<file path="config.mk">
export PLATFORM = sky130hd
export DESIGN_NAME = dispense_scheduler
export DESIGN_NICKNAME = d
export VERILOG_FILES = /design/src/rtl/dispense_pkg.sv /design/src/rtl/rr_arbiter.sv /design/src/rtl/dispense_scheduler.sv
export SDC_FILE = /design/constraint.sdc
export NUM_CORES = 1
export LEC_CHECK = 0
export CORE_MARGIN = 2
export CORE_UTILIZATION = 35
export DETAILED_ROUTE_END_ITERATION = 8
export MAX_ROUTING_LAYER = met4
export PLACE_DENSITY_LB_ADDON = 0.1
export SLEW_MARGIN = 20
export SYNTH_ARGS = -nofsm -noshare
export SYNTH_HDL_FRONTEND = slang
export SYNTH_SLANG_ARGS = --single-unit
</file>
<file path="constraint.sdc">
create_clock -name clk -period 1.6 [get_ports clk]
set_input_delay 0.48 -clock clk [delete_from_list [all_inputs] [get_ports clk]]
set_output_delay 0.48 -clock clk [all_outputs]
set_load 0.02 [all_outputs]
</file>
<file path="src/rtl/dispense_pkg.sv">
// Shared encodings and default timing for the dispense path.
// The default timing constants are shared with main_controller and the benches.
package dispense_pkg;

    typedef enum logic [2:0] {
        ST_IDLE      = 3'd0,
        ST_MOTOR     = 3'd1,
        ST_WAIT_DROP = 3'd2,
        ST_GUARD     = 3'd3,
        ST_JAMMED    = 3'd4
    } state_e;

    localparam int DEF_NUM_REQ      = 2;
    localparam int DEF_ITEM_W       = 4;
    localparam int DEF_MOTOR_CYCLES = 8;
    localparam int DEF_DROP_TIMEOUT = 32;
    localparam int DEF_GUARD_CYCLES = 4;

    function automatic int max3(input int a, input int b, input int c);
        int m;
        m = (a > b) ? a : b;
        return (m > c) ? m : c;
    endfunction

endpackage

</file>
<file path="src/rtl/rr_arbiter.sv">
// Combinational round-robin pick: the first set request strictly after ptr_i,
// wrapping around, so the last winner has the lowest priority.
module rr_arbiter #(
    parameter int NUM_REQ = 2,
    parameter int IDX_W   = (NUM_REQ > 1) ? $clog2(NUM_REQ) : 1
) (
    input  logic [NUM_REQ-1:0] req_i,
    input  logic [IDX_W-1:0]   ptr_i,
    output logic [NUM_REQ-1:0] gnt_o,
    output logic [IDX_W-1:0]   idx_o,
    output logic               vld_o
);

    always_comb begin
        int c;
        vld_o = 1'b0;
        idx_o = '0;
        gnt_o = '0;
        for (int i = 1; i <= NUM_REQ; i++) begin
            c = int'(ptr_i) + i;
            if (c >= NUM_REQ) c = c - NUM_REQ;
            if (!vld_o && req_i[IDX_W'(c)]) begin
                vld_o = 1'b1;
                idx_o = IDX_W'(c);
            end
        end
        gnt_o[idx_o] = vld_o;
    end

endmodule

</file>
<file path="src/rtl/dispense_scheduler.sv">
// Sequences the shared dispense motor: round-robin grant, fixed motor pulse,
// drop-sensor wait with timeout, guard gap, and a jam lock cleared by cfg_mode.
module dispense_scheduler
    import dispense_pkg::*;
#(
    parameter int NUM_REQ      = DEF_NUM_REQ,
    parameter int ITEM_W       = DEF_ITEM_W,
    parameter int MOTOR_CYCLES = DEF_MOTOR_CYCLES,
    parameter int DROP_TIMEOUT = DEF_DROP_TIMEOUT,
    parameter int GUARD_CYCLES = DEF_GUARD_CYCLES
) (
    input  logic                      clk,
    input  logic                      rstn,
    input  logic                      cfg_mode,
    input  logic [NUM_REQ-1:0]        req,
    input  logic [NUM_REQ*ITEM_W-1:0] req_item,
    output logic [NUM_REQ-1:0]        gnt,
    output logic                      motor_en,
    output logic [ITEM_W-1:0]         motor_sel,
    input  logic                      drop_sensor,
    output logic                      done,
    output logic                      fault,
    output logic                      busy,
    output logic                      jammed
);

    localparam int IDX_W = (NUM_REQ > 1) ? $clog2(NUM_REQ) : 1;
    localparam int CNT_W = $clog2(max3(MOTOR_CYCLES, DROP_TIMEOUT, GUARD_CYCLES) + 1);
    localparam logic [CNT_W-1:0] MOTOR_TC = CNT_W'(MOTOR_CYCLES);
    localparam logic [CNT_W-1:0] DROP_TC  = CNT_W'(DROP_TIMEOUT);
    localparam logic [CNT_W-1:0] GUARD_TC = CNT_W'(GUARD_CYCLES);

    state_e              state_q;
    logic [CNT_W-1:0]    cnt_q;
    logic                drop_seen_q;
    logic [IDX_W-1:0]    ptr_q;
    logic [NUM_REQ-1:0]  gnt_q;
    logic                motor_en_q, done_q, fault_q, busy_q, jammed_q;
    logic [ITEM_W-1:0]   motor_sel_q;

    logic [NUM_REQ-1:0]  arb_gnt;
    logic [IDX_W-1:0]    arb_idx;
    logic                arb_vld;

    rr_arbiter #(.NUM_REQ(NUM_REQ), .IDX_W(IDX_W)) u_arb (
        .req_i (req),
        .ptr_i (ptr_q),
        .gnt_o (arb_gnt),
        .idx_o (arb_idx),
        .vld_o (arb_vld)
    );

    // cnt_q holds the 1-based index of the current cycle within MOTOR/WAIT_DROP/GUARD
    always_ff @(posedge clk or negedge rstn) begin
        if (!rstn) begin
            state_q     <= ST_IDLE;
            cnt_q       <= '0;
            drop_seen_q <= 1'b0;
            ptr_q       <= IDX_W'(NUM_REQ - 1);
            gnt_q       <= '0;
            motor_en_q  <= 1'b0;
            motor_sel_q <= '0;
            done_q      <= 1'b0;
            fault_q     <= 1'b0;
            busy_q      <= 1'b0;
            jammed_q    <= 1'b0;
        end else begin
            gnt_q   <= '0;
            done_q  <= 1'b0;
            fault_q <= 1'b0;
            case (state_q)
                ST_IDLE: if (!cfg_mode && arb_vld) begin
                    state_q     <= ST_MOTOR;
                    gnt_q       <= arb_gnt;
                    motor_en_q  <= 1'b1;
                    motor_sel_q <= req_item[int'(arb_idx)*ITEM_W +: ITEM_W];
                    ptr_q       <= arb_idx;
                    cnt_q       <= CNT_W'(1);
                    drop_seen_q <= 1'b0;
                    busy_q      <= 1'b1;
                end
                ST_MOTOR: begin
                    if (drop_sensor) drop_seen_q <= 1'b1;
                    if (cnt_q >= MOTOR_TC) begin
                        state_q    <= ST_WAIT_DROP;
                        motor_en_q <= 1'b0;
                        cnt_q      <= CNT_W'(1);
                    end else begin
                        cnt_q <= cnt_q + 1'b1;
                    end
                end
                ST_WAIT_DROP: begin
                    // a drop on the timeout cycle still counts as success
                    if (drop_seen_q || drop_sensor) begin
                        state_q     <= ST_GUARD;
                        done_q      <= 1'b1;
                        cnt_q       <= CNT_W'(1);
                        drop_seen_q <= 1'b0;
                    end else if (cnt_q >= DROP_TC) begin
                        state_q  <= ST_JAMMED;
                        fault_q  <= 1'b1;
                        jammed_q <= 1'b1;
                        cnt_q    <= '0;
                    end else begin
                        cnt_q <= cnt_q + 1'b1;
                    end
                end
                ST_GUARD: begin
                    if (cnt_q >= GUARD_TC) begin
                        state_q     <= ST_IDLE;
                        busy_q      <= 1'b0;
                        motor_sel_q <= '0;
                        cnt_q       <= '0;
                    end else begin
                        cnt_q <= cnt_q + 1'b1;
                    end
                end
                ST_JAMMED: if (cfg_mode) begin
                    state_q     <= ST_IDLE;
                    jammed_q    <= 1'b0;
                    busy_q      <= 1'b0;
                    motor_sel_q <= '0;
                end
                default: state_q <= ST_IDLE;
            endcase
        end
    end

    assign gnt       = gnt_q;
    assign motor_en  = motor_en_q;
    assign motor_sel = motor_sel_q;
    assign done      = done_q;
    assign fault     = fault_q;
    assign busy      = busy_q;
    assign jammed    = jammed_q;

endmodule

</file>
==> results list <==
- HP Class: in -> reg
* Global placer's final weighted congestion: 0.8567
- The clock passes through at most 2 buffers.
* RSZ-0062 raised after global routing: true
* Antenna violations before repair: 0
* Core Box Area: 0.003078 sq mm
* Clock buffer count from CTS: 3
- Remaining antenna violation count: 0
- For this run, the top clock speed supported by timing is 0.6225 GHz.
- Subtracting the final worst setup slack from the clock period gives 1.606 ns.
- In the synthesized netlist, the number of instances is 114.
* Horiz. Die Dim: 61.23 microns
- Mapped Area: 0.001146 sq mm
- Synthesis produced a netlist with a net count of 130.
- Setup violations remaining at the end of the flow were counted as 1.
- TritonCTS built the clock tree.
- Number of violations of the max-capacitance limit: 0
- From synthesis to final layout, the design area changed by 38.54%.
- The worst setup path is launched from an input pin.
* Initial standard-cell utilization of the core: 37.24%
- Clock-pin slew was measured on the worst setup and hold paths at 0.12 ns.
* Final Hold Vio Count: 0
* Share of the synthesized area in the top cell type: 45.85%
* Io pins: 25
* Die Outline Area: 0.003749 sq mm
- The clock drives 22 sinks.
- Max-Slew Margin vs Limit: 70.07%
- Average instance area after synthesis: 10.05 sq um
- The checks that failed: negative setup slack.
* Starting DRC count in detailed routing: 62
- In the final layout, the multi-input gates occupy 570.5 sq um.
* Largest area contributor in the synthesized netlist: sky130_fd_sc_hd__dfrtp_1
- Dividing total power by cell area gives a power density of 1650 mW/mm^2.
- HPWL Detailed: 1.956 mm
- Nets@finish: 168
- The slowest stage of the critical path belongs to the cell sky130_fd_sc_hd__clkdlybuf4s50_1.
* Worst hold slack: 0.4525 ns
* DR vias: 989
* Sequential cell area in the final layout: 551.8 sq um
- In this run, synthesis inferred 0 flip-flops with an integrated enable.
* All-Layer GR Usage: 16.27%
* Top Family by Delay on Critical Path: compound AO/OA/AOI/OAI gates
* Setup Skew: 0.001665 ns
- Number of hold-repair buffers added at the cts stage: 0
- By startpoint and endpoint, the worst setup path is classified as in -> reg.
* Cell at the root of the clock tree: sky130_fd_sc_hd__clkbuf_4
- Entering global routing, the biggest net connects 23 pins.
- Buf/Inv on CP: 1
- DRC Markers: 0
- After detailed routing, the total wire length is 2.711 mm.
- Synth warn: 0
* Chain of cells forming the critical path: clkdlybuf4s50_1 > or3_4 > o22ai_4 > a41oi_2 > a31oi_1
- Yosys attributes the largest share of cell area to sky130_fd_sc_hd__dfrtp_1, sky130_fd_sc_hd__o21ai_0, sky130_fd_sc_hd__mux2i_1.
- At the worst endpoint, the required time is 1.84 ns.
- After layout, the worst setup slack is -0.006438 ns.
* Highest ir drop seen on vdd: 542.1 uV
- STA puts the critical path data arrival time at 1.85 ns.
- Highest fanout seen on the critical path: 8
* FFs w/ async S/R, synth: 100.0%
- Status: complete, but fails checks
* Antenna cells: 0
* Sequential-to-total area share from yosys stat: 48.14%
- Sorting the synthesized cells by how often they occur yields sky130_fd_sc_hd__dfrtp_1, sky130_fd_sc_hd__nand2_1, sky130_fd_sc_hd__o21ai_0.
* Layout cells sized above 1: 23.18%
- Final Max Tran Viols: 0
- Least-Margin Pin Slew: 0.4448 ns
- Most common flop cell mapped by yosys: sky130_fd_sc_hd__dfrtp_1
- Counting flops and latches in the post-synthesis netlist gives 22.
- Number of rows in the core area: 20
- Using the TritonRoute via totals, the vias-per-cell ratio works out to 5.072.
* Clock latency on the worst-skew pair: 0.31 ns
- Global route total overflow: 0
- Detail-routed net length per standard cell: 13.90 microns
- In this run the static leakage power is 0.7673 nW.
* Worst slack, placed: -0.4451 ns
- The count of buffers added on input and output ports is 23.
- The via count of the first global-routing pass was 950.
- Total iterations of the first detailed-routing run: 4
- STA classifies the critical path endpoint as a flip-flop.
* Die boundary height: 61.23 microns
* Share of the clock period used by the worst path after layout: 100.4%
- Biggest cell delay along the critical path: 0.42 ns
- The netlist uses 38 different library cells.
* Level count of the clock H-tree: 1
- The first global-routing pass estimated 4.284 mm of wire.
- Number of filler instances in the final layout: 294
- In the post-synthesis netlist, the cell with the most instances is sky130_fd_sc_hd__dfrtp_1.
what timing repair did:
action                     in CTS  in global routing
setup endpoints to repair      20                  7
gates resized for setup        14                  8
buffers inserted                1                  0
gates cloned                    0                  0
pin swaps                       1                  4
power by group:
part / total, W / switching (W) / internal [W]
Combinational: 0.00144 / 0.000771 / 0.000673
Sequential: 0.000910 / 0.000152 / 0.000758
Clock: 0.000266 / 0.000168 / 0.0000976
Total: 0.00262 / 0.00109 / 0.00153
state kept, by name (all words and copies together), names as in the netlist:
| register | cells |
|---|---|
| done | 1 |
| cnt_q | 6 |
| motor_sel | 4 |
| gnt | 2 |
| jammed | 1 |
| busy | 1 |
| fault | 1 |
| motor_en | 1 |
| drop_seen_q | 1 |
| state_q | 3 |
| ptr_q | 1 |
through the flow:
step / instance area [sq um] / cells / power [W] / TNS, ns / utilization (%)
2_1_floorplan: 1146 / 114 / 0.001791 / 0 / -
3_3_place_gp: 1511 / 190 / 0.002309 / -5.722 / 49.11
4_1_cts: 1546 / 195 / 0.002561 / 0 / 50.24
3_5_place_dp: 1511 / 190 / 0.002321 / -6.186 / 49.11
6_report: 1588 / 195 / 0.002620 / -0.006438 / 51.59
5_1_grt: 1588 / 195 / 0.002822 / -0.09901 / 51.59
cell type report:
cell class	count	area share (%)
Inverter	7	1.655
Timing Repair Buffer	41	22.54
Tap cell	44	3.467
Clock buffer	4	1.655
Sequential cell	22	34.75
Multi-Input combinational cell	77	35.93
cells by family (layout without fill, tap and decap cells):
logic type,Yosys count,after routing,synth area share (%)
AOI/OAI and AO/OA,38,38,24.24
xor gates and xnor gates,1,1,0.7643
adders and majority gates,2,2,2.183
buffers and inverters,15,52,6.441
DFF,22,22,48.14
muxes,4,4,3.494
and+or+nand+nor,32,32,14.74
routing by layer:
layer / track usage [%] / share of wire, %
met1: 20.21 / 47
met2: 25.23 / 46
met3: 3.571 / 5.6
met4: 7.453 / 1.0
met5: - / 0
path summary, 6_finish.rpt:
| kind | from | endpoint | slack [ns] | cells past startpoint |
|---|---|---|---|---|
| min in group asynchronous | rstn | gnt[0] | 0.50 | 2 |
| max in group asynchronous | rstn | ptr_q | 0.83 | 2 |
| max reg2reg | state_q[1] | cnt_q[3] | 0.03 | 5 |
| max | drop_sensor | cnt_q[3] | -0.006 | 5 |
| min reg2reg | motor_sel[3] | motor_sel[3] | 0.50 | 1 |
| min | cfg_mode | state_q[2] | 0.45 | 2 |
cell usage in the layout (no fill, tap or decap), types with 3 or more instances in the layout:
cell type,instances
sky130_fd_sc_hd__clkbuf_4,3
sky130_fd_sc_hd__mux2i_1,4
sky130_fd_sc_hd__o2bb2ai_1,4
sky130_fd_sc_hd__a31oi_1,5
sky130_fd_sc_hd__nand2_1,9
sky130_fd_sc_hd__nand3_1,3
sky130_fd_sc_hd__dlygate4sd2_1,11
sky130_fd_sc_hd__a21oi_1,4
sky130_fd_sc_hd__nor2_1,6
sky130_fd_sc_hd__inv_1,7
sky130_fd_sc_hd__buf_4,17
sky130_fd_sc_hd__clkdlybuf4s50_1,11
sky130_fd_sc_hd__o21ai_0,9
sky130_fd_sc_hd__dfrtp_1,21
(Power assumes the default switching activity.)
